**src/rtl/mux_scan_ctrl_pkg.sv**
```systemverilog
// Shared definitions for the 4:1 mux scan sequencer: state codes, channel
// count and select width.
package mux_scan_ctrl_pkg;

  localparam int NUM_CH = 4;
  localparam int SEL_W  = 2;

  typedef enum logic [1:0] {
    ST_IDLE    = 2'd0,
    ST_SETTLE  = 2'd1,
    ST_CAPTURE = 2'd2,
    ST_DONE    = 2'd3
  } state_t;

endpackage

```
**src/rtl/scan_dwell_timer.sv**
```systemverilog
// Reloadable down-counter that times the settle window on each mux channel.
// zero is high once the loaded count has run out; hold freezes the count.
module scan_dwell_timer #(
  parameter int CNT_W = 8
) (
  input  logic             clk,
  input  logic             rst,
  input  logic             load,
  input  logic             hold,
  input  logic [CNT_W-1:0] load_val,
  output logic             zero
);

  logic [CNT_W-1:0] cnt_q;

  // Count down to zero and park there; a load restarts the window.
  always_ff @(posedge clk) begin
    if (rst) begin
      cnt_q <= '0;
    end else if (!hold) begin
      if (load) begin
        cnt_q <= load_val;
      end else if (cnt_q != '0) begin
        cnt_q <= cnt_q - CNT_W'(1);
      end
    end
  end

  assign zero = (cnt_q == '0);

endmodule

```
**src/rtl/mux_scan_ctrl.sv**
```systemverilog
// Sequencer for the 4:1 mux stage: steps the select lines through channels
// 0..3, waits DWELL clocks on each for the mux output to settle, samples it,
// and presents the four samples as one word with a valid/done pulse.
// Build option: define MUX_SCAN_CONT_EN for continuous scanning (DONE loops
// straight back to channel 0; only rst returns the block to IDLE).
module mux_scan_ctrl #(
  parameter int DWELL = 2,
  parameter int CNT_W = 8
) (
  input  logic       clk,
  input  logic       rst,
  input  logic       start,
  input  logic       hold,
  input  logic       mux_out,
  output logic       s0,
  output logic       s1,
  output logic [3:0] data,
  output logic       valid,
  output logic       busy,
  output logic       done
);

  import mux_scan_ctrl_pkg::*;

  state_t           state_q, state_d;
  logic [SEL_W-1:0] sel_q;
  logic [2:0]       shadow_q;
  logic [3:0]       data_q;

  logic tmr_load, tmr_hold, tmr_zero;
  logic sel_clr, sel_inc, cap, cap_last;

  // Hold has no meaning in IDLE, so a start there is always accepted.
  assign tmr_hold = hold && (state_q != ST_IDLE);

  scan_dwell_timer #(.CNT_W(CNT_W)) u_timer (
    .clk      (clk),
    .rst      (rst),
    .load     (tmr_load),
    .hold     (tmr_hold),
    .load_val (CNT_W'(DWELL - 1)),
    .zero     (tmr_zero)
  );

  // State register.
  always_ff @(posedge clk) begin
    if (rst) begin
      state_q <= ST_IDLE;
    end else begin
      state_q <= state_d;
    end
  end

  // Next-state logic and per-state datapath strobes.
  always_comb begin
    state_d  = state_q;
    tmr_load = 1'b0;
    sel_clr  = 1'b0;
    sel_inc  = 1'b0;
    cap      = 1'b0;
    cap_last = 1'b0;
    case (state_q)
      ST_IDLE: begin
        if (start) begin
          state_d  = ST_SETTLE;
          tmr_load = 1'b1;
          sel_clr  = 1'b1;
        end
      end
      ST_SETTLE: begin
        if (!hold && tmr_zero) begin
          state_d = ST_CAPTURE;
        end
      end
      ST_CAPTURE: begin
        if (!hold) begin
          cap = 1'b1;
          if (sel_q == SEL_W'(NUM_CH - 1)) begin
            cap_last = 1'b1;
            state_d  = ST_DONE;
          end else begin
            sel_inc  = 1'b1;
            tmr_load = 1'b1;
            state_d  = ST_SETTLE;
          end
        end
      end
      ST_DONE: begin
        if (!hold) begin
`ifdef MUX_SCAN_CONT_EN
          state_d  = ST_SETTLE;
          tmr_load = 1'b1;
          sel_clr  = 1'b1;
`else
          state_d  = ST_IDLE;
`endif
        end
      end
    endcase
  end

  // Select, partial-sample and output word registers.
  always_ff @(posedge clk) begin
    if (rst) begin
      sel_q    <= '0;
      shadow_q <= '0;
      data_q   <= '0;
    end else begin
      if (sel_clr) begin
        sel_q <= '0;
      end else if (sel_inc) begin
        sel_q <= sel_q + SEL_W'(1);
      end
      if (cap) begin
        for (int i = 0; i < NUM_CH - 1; i++) begin
          if (sel_q == SEL_W'(i)) begin
            shadow_q[i] <= mux_out;
          end
        end
      end
      if (cap_last) begin
        data_q <= {mux_out, shadow_q};
      end
    end
  end

  assign s1    = sel_q[1];
  assign s0    = sel_q[0];
  assign data  = data_q;
  assign busy  = (state_q != ST_IDLE);
  assign valid = (state_q == ST_DONE) && !hold;
  assign done  = valid;

endmodule

```
**config.mk**
```make
export PLATFORM = sky130hd
export DESIGN_NAME = mux_scan_ctrl
export DESIGN_NICKNAME = d
export VERILOG_FILES = /design/src/rtl/mux_scan_ctrl_pkg.sv /design/src/rtl/scan_dwell_timer.sv /design/src/rtl/mux_scan_ctrl.sv
export SDC_FILE = /design/constraint.sdc
export NUM_CORES = 1
export LEC_CHECK = 0
export CAP_MARGIN = 30
export CORE_MARGIN = 3
export CORE_UTILIZATION = 30
export CTS_BUF_LIST = sky130_fd_sc_hd__clkbuf_4 sky130_fd_sc_hd__clkbuf_8
export DETAILED_ROUTE_END_ITERATION = 12
export PLACE_DENSITY = 0.58
export SYNTH_ARGS = -nofsm -noshare
export SYNTH_HDL_FRONTEND = slang
export SYNTH_SLANG_ARGS = --single-unit
```
**constraint.sdc**
```tcl
create_clock -name clk -period 1.5 [get_ports clk]
set_input_delay 0.15 -clock clk [delete_from_list [all_inputs] [get_ports clk]]
set_output_delay 0.15 -clock clk [all_outputs]
set_load 0.02 [all_outputs]
```
==> summary.txt, run 1 <==
Worst Slack Setup Final -> -0.110 ns
Top cells by count, synth -> dfxtp_1, a21oi_1, nor2_1, nand2_1, nand3_1
Critical path fanouts, max -> 7
Final ANT Viol Nets -> 0
Multi-input gate area -> 717 um2
PortBufs -> 13
N_diodes -> 0
Worst slew pin tran -> 0.379 ns
Clock skew -> 0.00991 ns
Critical Path Max Stage Delay -> 0.50 ns
Mapped Nets -> 138
Final Critical Period -> 1.61 ns
Status -> complete, but fails checks
Util after Layout -> 48.1%
Post-Route WL -> 2490 um
Cell leakage power -> 0.599 nW
Post-synth EDFFs -> 0
Clock Pin Slew Worst Setup and Hold Paths -> 0.12 ns
Num rows -> 20
H-tree depth -> 1
Synth Flop Type -> dfxtp_1
Slowest cell on crit path -> or4b_4
Failing checks -> negative setup slack
Final nets -> 176
Total CTS buffers -> 3
Max-slew violation count -> 0
Post-synth ARST share -> 0%
Vias in the first global route -> 1009
Met1 WL -> 1250 um
DRC violations left -> 0
Detailed-route via count -> 1011
Post-Syn Area -> 1060 um2
Cell variety after synth -> 37
DRT iter0 DRCs -> 38
CTS Hold Buffers Added -> 0
Critical path type -> register to register
Max Fclk -> 0.621 GHz
Largest net degree at the start of global routing -> 13
Worst-case clock buffer depth -> 2
Seq/Total Area, Yosys -> 35.8%
Startpoint types -> register
Fraction of layout cells with a size suffix above 1 -> 34.8%
Boundary pin count -> 14
Hold Crit Class -> register to register
DR WL met3 -> 55 um
Starting Density -> 33.1%
Via/cell ratio -> 4.86
First-pass GRT wire length -> 4350 um
Core area -> 3200 um2
Root Buffer Master -> clkbuf_4
Grt ovf -> 0
Full die area -> 4290 um2
Clk sinks -> 19
Synth top area cells -> dfxtp_1, ha_1, a21oi_1
Synthesis Warnings -> 0
# setup viols final -> 9
Synthesis-to-finish area growth -> 45.2%
Leading area contributor after synthesis -> dfxtp_1
Met2 routed WL -> 1160 um
Crit path DAT -> 1.81 ns
Pwr dens -> 1750 nW/um2
Die width -> 65.5 um
Mean Syn Cell Area -> 8.35 um2
Slew headroom -> 74.5%
FF+latch count, synth -> 19
CP cell instances -> inv_2 > ha_4 > or4b_4 > nor2_4 > nor3_4 > a32o_1
TritonCTS clock tree -> built
Final period util -> 107%
Die Y -> 65.5 um
1st-pass router iterations -> 4
WP data required -> 1.70 ns
Count leader, synth -> dfxtp_1
Hold WS -> 0.464 ns
Critical Path End Type -> register
WL/cell -> 11.9 um
Max-Cap Viols -> 0
Highest Signal Layer -> met4
RSZ-0062 raised after global routing -> true
FF+latch area -> 393 um2
Total Routing Usage GR -> 12.6%
Clock latency reported for the late side of the worst-skew pair -> 0.30 ns
Final HPWL from detailed placement -> 1950 um
Final Hold Fails -> 0
Post-synth top area share -> 35.8%
Cells after synthesis -> 127
Worst ir drop on vdd -> 572 uV
GP Congestion -> 0.794
Fill cells -> 338
Initial antenna violation count -> 0
==> metrics by stage <==
step / instance area [um2] / setup slack (ns) / setup TNS (ns) / cells / power [W]
CTS: 1490 / -0.123 / -0.664 / 207 / 0.00251
detailed placement: 1410 / -0.237 / -2.50 / 200 / 0.00213
finish: 1540 / -0.110 / -0.616 / 208 / 0.00270
global placement: 1410 / -0.222 / -2.14 / 200 / 0.00210
global route: 1540 / -0.164 / -1.26 / 208 / 0.00293
floorplan: 1100 / -0.0724 / -0.202 / 127 / 0.00165
==> flip-flops by register name (all words and copies together), names as in the netlist <==
name / count
u_timer.cnt_q: 8
data: 4
shadow_q: 3
sel_q: 2
state_q: 2
==> where the power goes <==
group | leakage, nW | internal, W | switching (W)
sequential | 0.157 | 0.000627 | 0.000122
combinational | 0.428 | 0.000843 | 0.000832
clock | 0.0139 | 0.000101 | 0.000172
==> cells in the final DEF, fill, tap and decap left out, types with 2 or more instances in the layout <==
cell / n
nand3_1: 7
dfxtp_1: 13
nand2_1: 10
clkdlybuf4s50_1: 8
ha_1: 3
a211o_1: 2
mux2i_1: 4
nor3_1: 4
clkbuf_4: 3
dlygate4sd2_1: 2
inv_2: 2
clkbuf_2: 2
ha_4: 3
nand2b_1: 2
inv_1: 5
dfxtp_2: 4
buf_4: 26
dfxtp_4: 2
or2_1: 2
nor2_1: 11
a32o_1: 2
o21ai_1: 2
nor4b_4: 2
a21oi_1: 10
nor3b_1: 2
nor2b_1: 3
o21ai_0: 5
==> critical path: cells and delay by family, from the launching register on <==
kind / cells / cell delay, ns
compound gates: 1 / 0.20
fa+ha+maj: 1 / 0.13
buf+inv: 1 / 0.07
flops: 1 / 0.34
simple gates: 3 / 0.78
==> cell type report <==
type                            instances  share of cell area, %
Clock buffer                            3                   1.46
Timing Repair Buffer                   40                   20.7
Multi-Input combinational cell         94                   46.5
Sequential cell                        19                   25.5
Inverter                                7                   1.71
Tap cell                               44                   3.57
Clock inverter                          1                  0.487
==> cells by family after synthesis <==
kind of cell | share of synthesized area, %
buffers and inverters | 6.37
adder cells (fa/ha/maj) | 7.08
AO/OA/AOI/OAI | 18.2
XOR/XNOR | 0.826
multiplexers | 3.77
flip-flops | 35.8
AND/OR/NAND/NOR | 27.9
==> what timing repair did <==
| action | CTS | global route |
|---|---|---|
| gates resized for setup | 16 | 15 |
| buffers inserted | 3 | 1 |
| setup endpoints to repair | 15 | 14 |
| pin swaps | 3 | 9 |
==> path summary, 6_finish.rpt <==
| check | startpoint | end | slack [ns] | cells past startpoint |
|---|---|---|---|---|
| max | u_timer.cnt_q[1]$_SDFFE_PP0P_ | u_timer.cnt_q[4]$_SDFFE_PP0P_ | -0.11 | 6 |
| min | shadow_q[1]$_SDFFE_PP0P_ | shadow_q[1]$_SDFFE_PP0P_ | 0.46 | 2 |
| max reg2reg | u_timer.cnt_q[1]$_SDFFE_PP0P_ | u_timer.cnt_q[4]$_SDFFE_PP0P_ | -0.11 | 6 |
| min reg2reg | shadow_q[1]$_SDFFE_PP0P_ | shadow_q[1]$_SDFFE_PP0P_ | 0.46 | 2 |
==> per-layer routing <==
layer | vias up | track usage [%]
li1 | 524 | -
met3 | 2 | 2.05
met2 | 11 | 21.7
met5 | - | 0
met1 | 474 | 16.2
met4 | 0 | 3.63
Note: power is estimated with default switching activity, not from simulation.
==> inputs of run 2 (changes only) <==
--- a/config.mk
+++ b/config.mk
@@ -8,9 +8,10 @@
 export CAP_MARGIN = 30
 export CORE_MARGIN = 3
 export CORE_UTILIZATION = 30
-export CTS_BUF_LIST = sky130_fd_sc_hd__clkbuf_4 sky130_fd_sc_hd__clkbuf_8
+export CTS_BUF_LIST = sky130_fd_sc_hd__clkbuf_2
 export DETAILED_ROUTE_END_ITERATION = 12
 export PLACE_DENSITY = 0.58
+export SKIP_LAST_GASP = 1
 export SYNTH_ARGS = -nofsm -noshare
 export SYNTH_HDL_FRONTEND = slang
 export SYNTH_SLANG_ARGS = --single-unit
==> run 2 against run 1 <==
Compared with the run above:
- the flow still finishes with violations (negative setup slack)
- die area did not move
- flip-flop and latch count did not move
- global-route usage rose by 0.25 points
- count of clock-buffer cells in the layout did not move
- clock skew rose by 0.0088 ns
- sequential power fell by 2%
- power fell by 0.28%
- critical endpoint unchanged
==> summary.txt, run 2 (synthesis gave the netlist of run 1 again) <==
WP data required -> 1.73 ns
Full die area -> 4290 um2
Max-slew violation count -> 0
Core area -> 3200 um2
Final nets -> 179
1st-pass router iterations -> 2
Commonest non-fill, non-tap cells in the layout -> buf_4, dfxtp_1, nor2_1, a21oi_1, nand2_1
Max-Cap Viols -> 0
Starting Density -> 33.1%
Synthesis-to-finish area growth -> 46.6%
Die Y -> 65.5 um
Post-Route WL -> 2590 um
Failing checks -> negative setup slack
Total CTS buffers -> 3
Clock Pin Slew Worst Setup and Hold Paths -> 0.21 ns
Post-route cell area -> 1560 um2
Buf+Inv Stages, Crit Path -> 1
Hold WS -> 0.459 ns
Util after Layout -> 48.6%
Via/cell ratio -> 4.90
Final period util -> 108%
Cell leakage power -> 0.681 nW
Slew headroom -> 75.4%
Multi-input gate area -> 701 um2
Critical Path Max Stage Delay -> 0.51 ns
Fill cells -> 340
Fraction of layout cells with a size suffix above 1 -> 37.1%
WL/cell -> 12.3 um
CP cell instances -> inv_2 > ha_4 > or4b_4 > nor2_4 > nor3_2 > a32o_1
Root Buffer Master -> clkbuf_2
GP Congestion -> 0.794
Final Hold Fails -> 0
Tot Pwr -> 0.00269 W
Worst Slack Setup Final -> -0.119 ns
Commonest non-fill, non-tap cell in the layout -> buf_4
First-pass GRT wire length -> 4430 um
Worst-case clock buffer depth -> 2
Grt ovf -> 0
Vias in the first global route -> 996
Clock skew -> 0.0187 ns
RSZ-0062 raised after global routing -> true
Clk sinks -> 19
TritonCTS clock tree -> built
Largest register FFs -> 8
PortBufs -> 13
DRT iter0 DRCs -> 49
Critical Path End Type -> register
N_diodes -> 0
H-tree depth -> 1
Crit path DAT -> 1.85 ns
# setup viols final -> 8
Max Fclk -> 0.618 GHz
Critical path type -> register to register
Largest net degree at the start of global routing -> 13
Detailed-route via count -> 1034
Clock latency reported for the late side of the worst-skew pair -> 0.33 ns
DP Area -> 1410 um2
Critical path fanouts, max -> 6
Initial antenna violation count -> 0
Pwr dens -> 1730 nW/um2
Hold Crit Class -> input pin to register
Largest delay contributor family on the critical path -> simple AND/OR/NAND/NOR gates
Boundary pin count -> 14
Most flop-heavy register -> u_timer.cnt_q
Final Critical Period -> 1.62 ns
Startpoint types -> register
Status -> complete, but fails checks
Final ANT Viol Nets -> 0
Worst slew pin tran -> 0.366 ns
Slowest cell on crit path -> or4b_4
Num rows -> 20
Worst ir drop on vdd -> 563 uV
Final HPWL from detailed placement -> 1950 um
DRC violations left -> 0
FF+latch area -> 393 um2
Die width -> 65.5 um
Total Routing Usage GR -> 12.9%
-- run 2: changes by cell type in the layout (fill, tap and decap cells not counted), sizes merged --
cell           previous run  this run
clkbuf                    5         4
clkdlybuf4s50             8         4
clkdlybuf4s15             0         1
dlymetal6s2s              0         4
buf                      28        31
-- run 2: worst paths after layout --
path / start / depth (start not counted) / slack (ns) / end
setup / recovery: u_timer.cnt_q[1]$_SDFFE_PP0P_ / 6 / -0.12 / u_timer.cnt_q[4]$_SDFFE_PP0P_
hold / removal: mux_out / 3 / 0.46 / shadow_q[1]$_SDFFE_PP0P_
setup reg to reg: u_timer.cnt_q[1]$_SDFFE_PP0P_ / 6 / -0.12 / u_timer.cnt_q[4]$_SDFFE_PP0P_
hold reg to reg: shadow_q[1]$_SDFFE_PP0P_ / 2 / 0.47 / shadow_q[1]$_SDFFE_PP0P_
-- run 2: power by group --
part	leakage [nW]	switching [W]	internal, W
Sequential	0.157	0.000110	0.000627
Clock	0.0126	0.000175	0.0000621
Combinational	0.511	0.000849	0.000866
-- run 2: layer usage --
| metal | wire length [um] | global-route usage [%] | up-vias | part of all wire, % |
|---|---|---|---|---|
| met4 | 21 | 3.11 | 0 | 0.81 |
| met2 | 1230 | 22.3 | 14 | 48 |
| li1 | - | - | 528 | - |
| met1 | 1280 | 16.8 | 488 | 49 |
| met5 | 0 | 0 | - | 0 |
| met3 | 55 | 1.88 | 4 | 2.1 |
-- run 2: stage by stage --
stage | setup WS (ns) | TNS (ns) | std cells
2_1_floorplan | -0.0724 | -0.202 | 127
3_3_place_gp | -0.222 | -2.14 | 200
3_5_place_dp | -0.237 | -2.50 | 200
4_1_cts | -0.118 | -0.757 | 210
5_1_grt | -0.180 | -1.43 | 211
6_report | -0.119 | -0.583 | 211
-- run 2: layout make-up --
class	count	area share, %
clock buffers	3	0.965
clock inverters	1	0.483
inverters	7	1.69
multi-input cells	94	45.1
flip-flops and latches	19	25.3
well taps	44	3.54
repair buffers	43	23.0
-- run 2: worst reg2reg max path, delay by kind of cell, from the launching register on --
kind,cells,cell delay [ns]
adders and majority gates,1,0.13
AOI/OAI and AO/OA,1,0.20
and+or+nand+nor,3,0.77
DFF,1,0.36
buffers and inverters,1,0.07
-- run 2: what timing repair did --
item | 4_1_cts | 5_1_grt
endpoints found under the setup margin | 15 | 18
pin swaps | 9 | 5
buffers inserted | 6 | 1
hold buffers | 0 | 0
gates resized for setup | 18 | 15
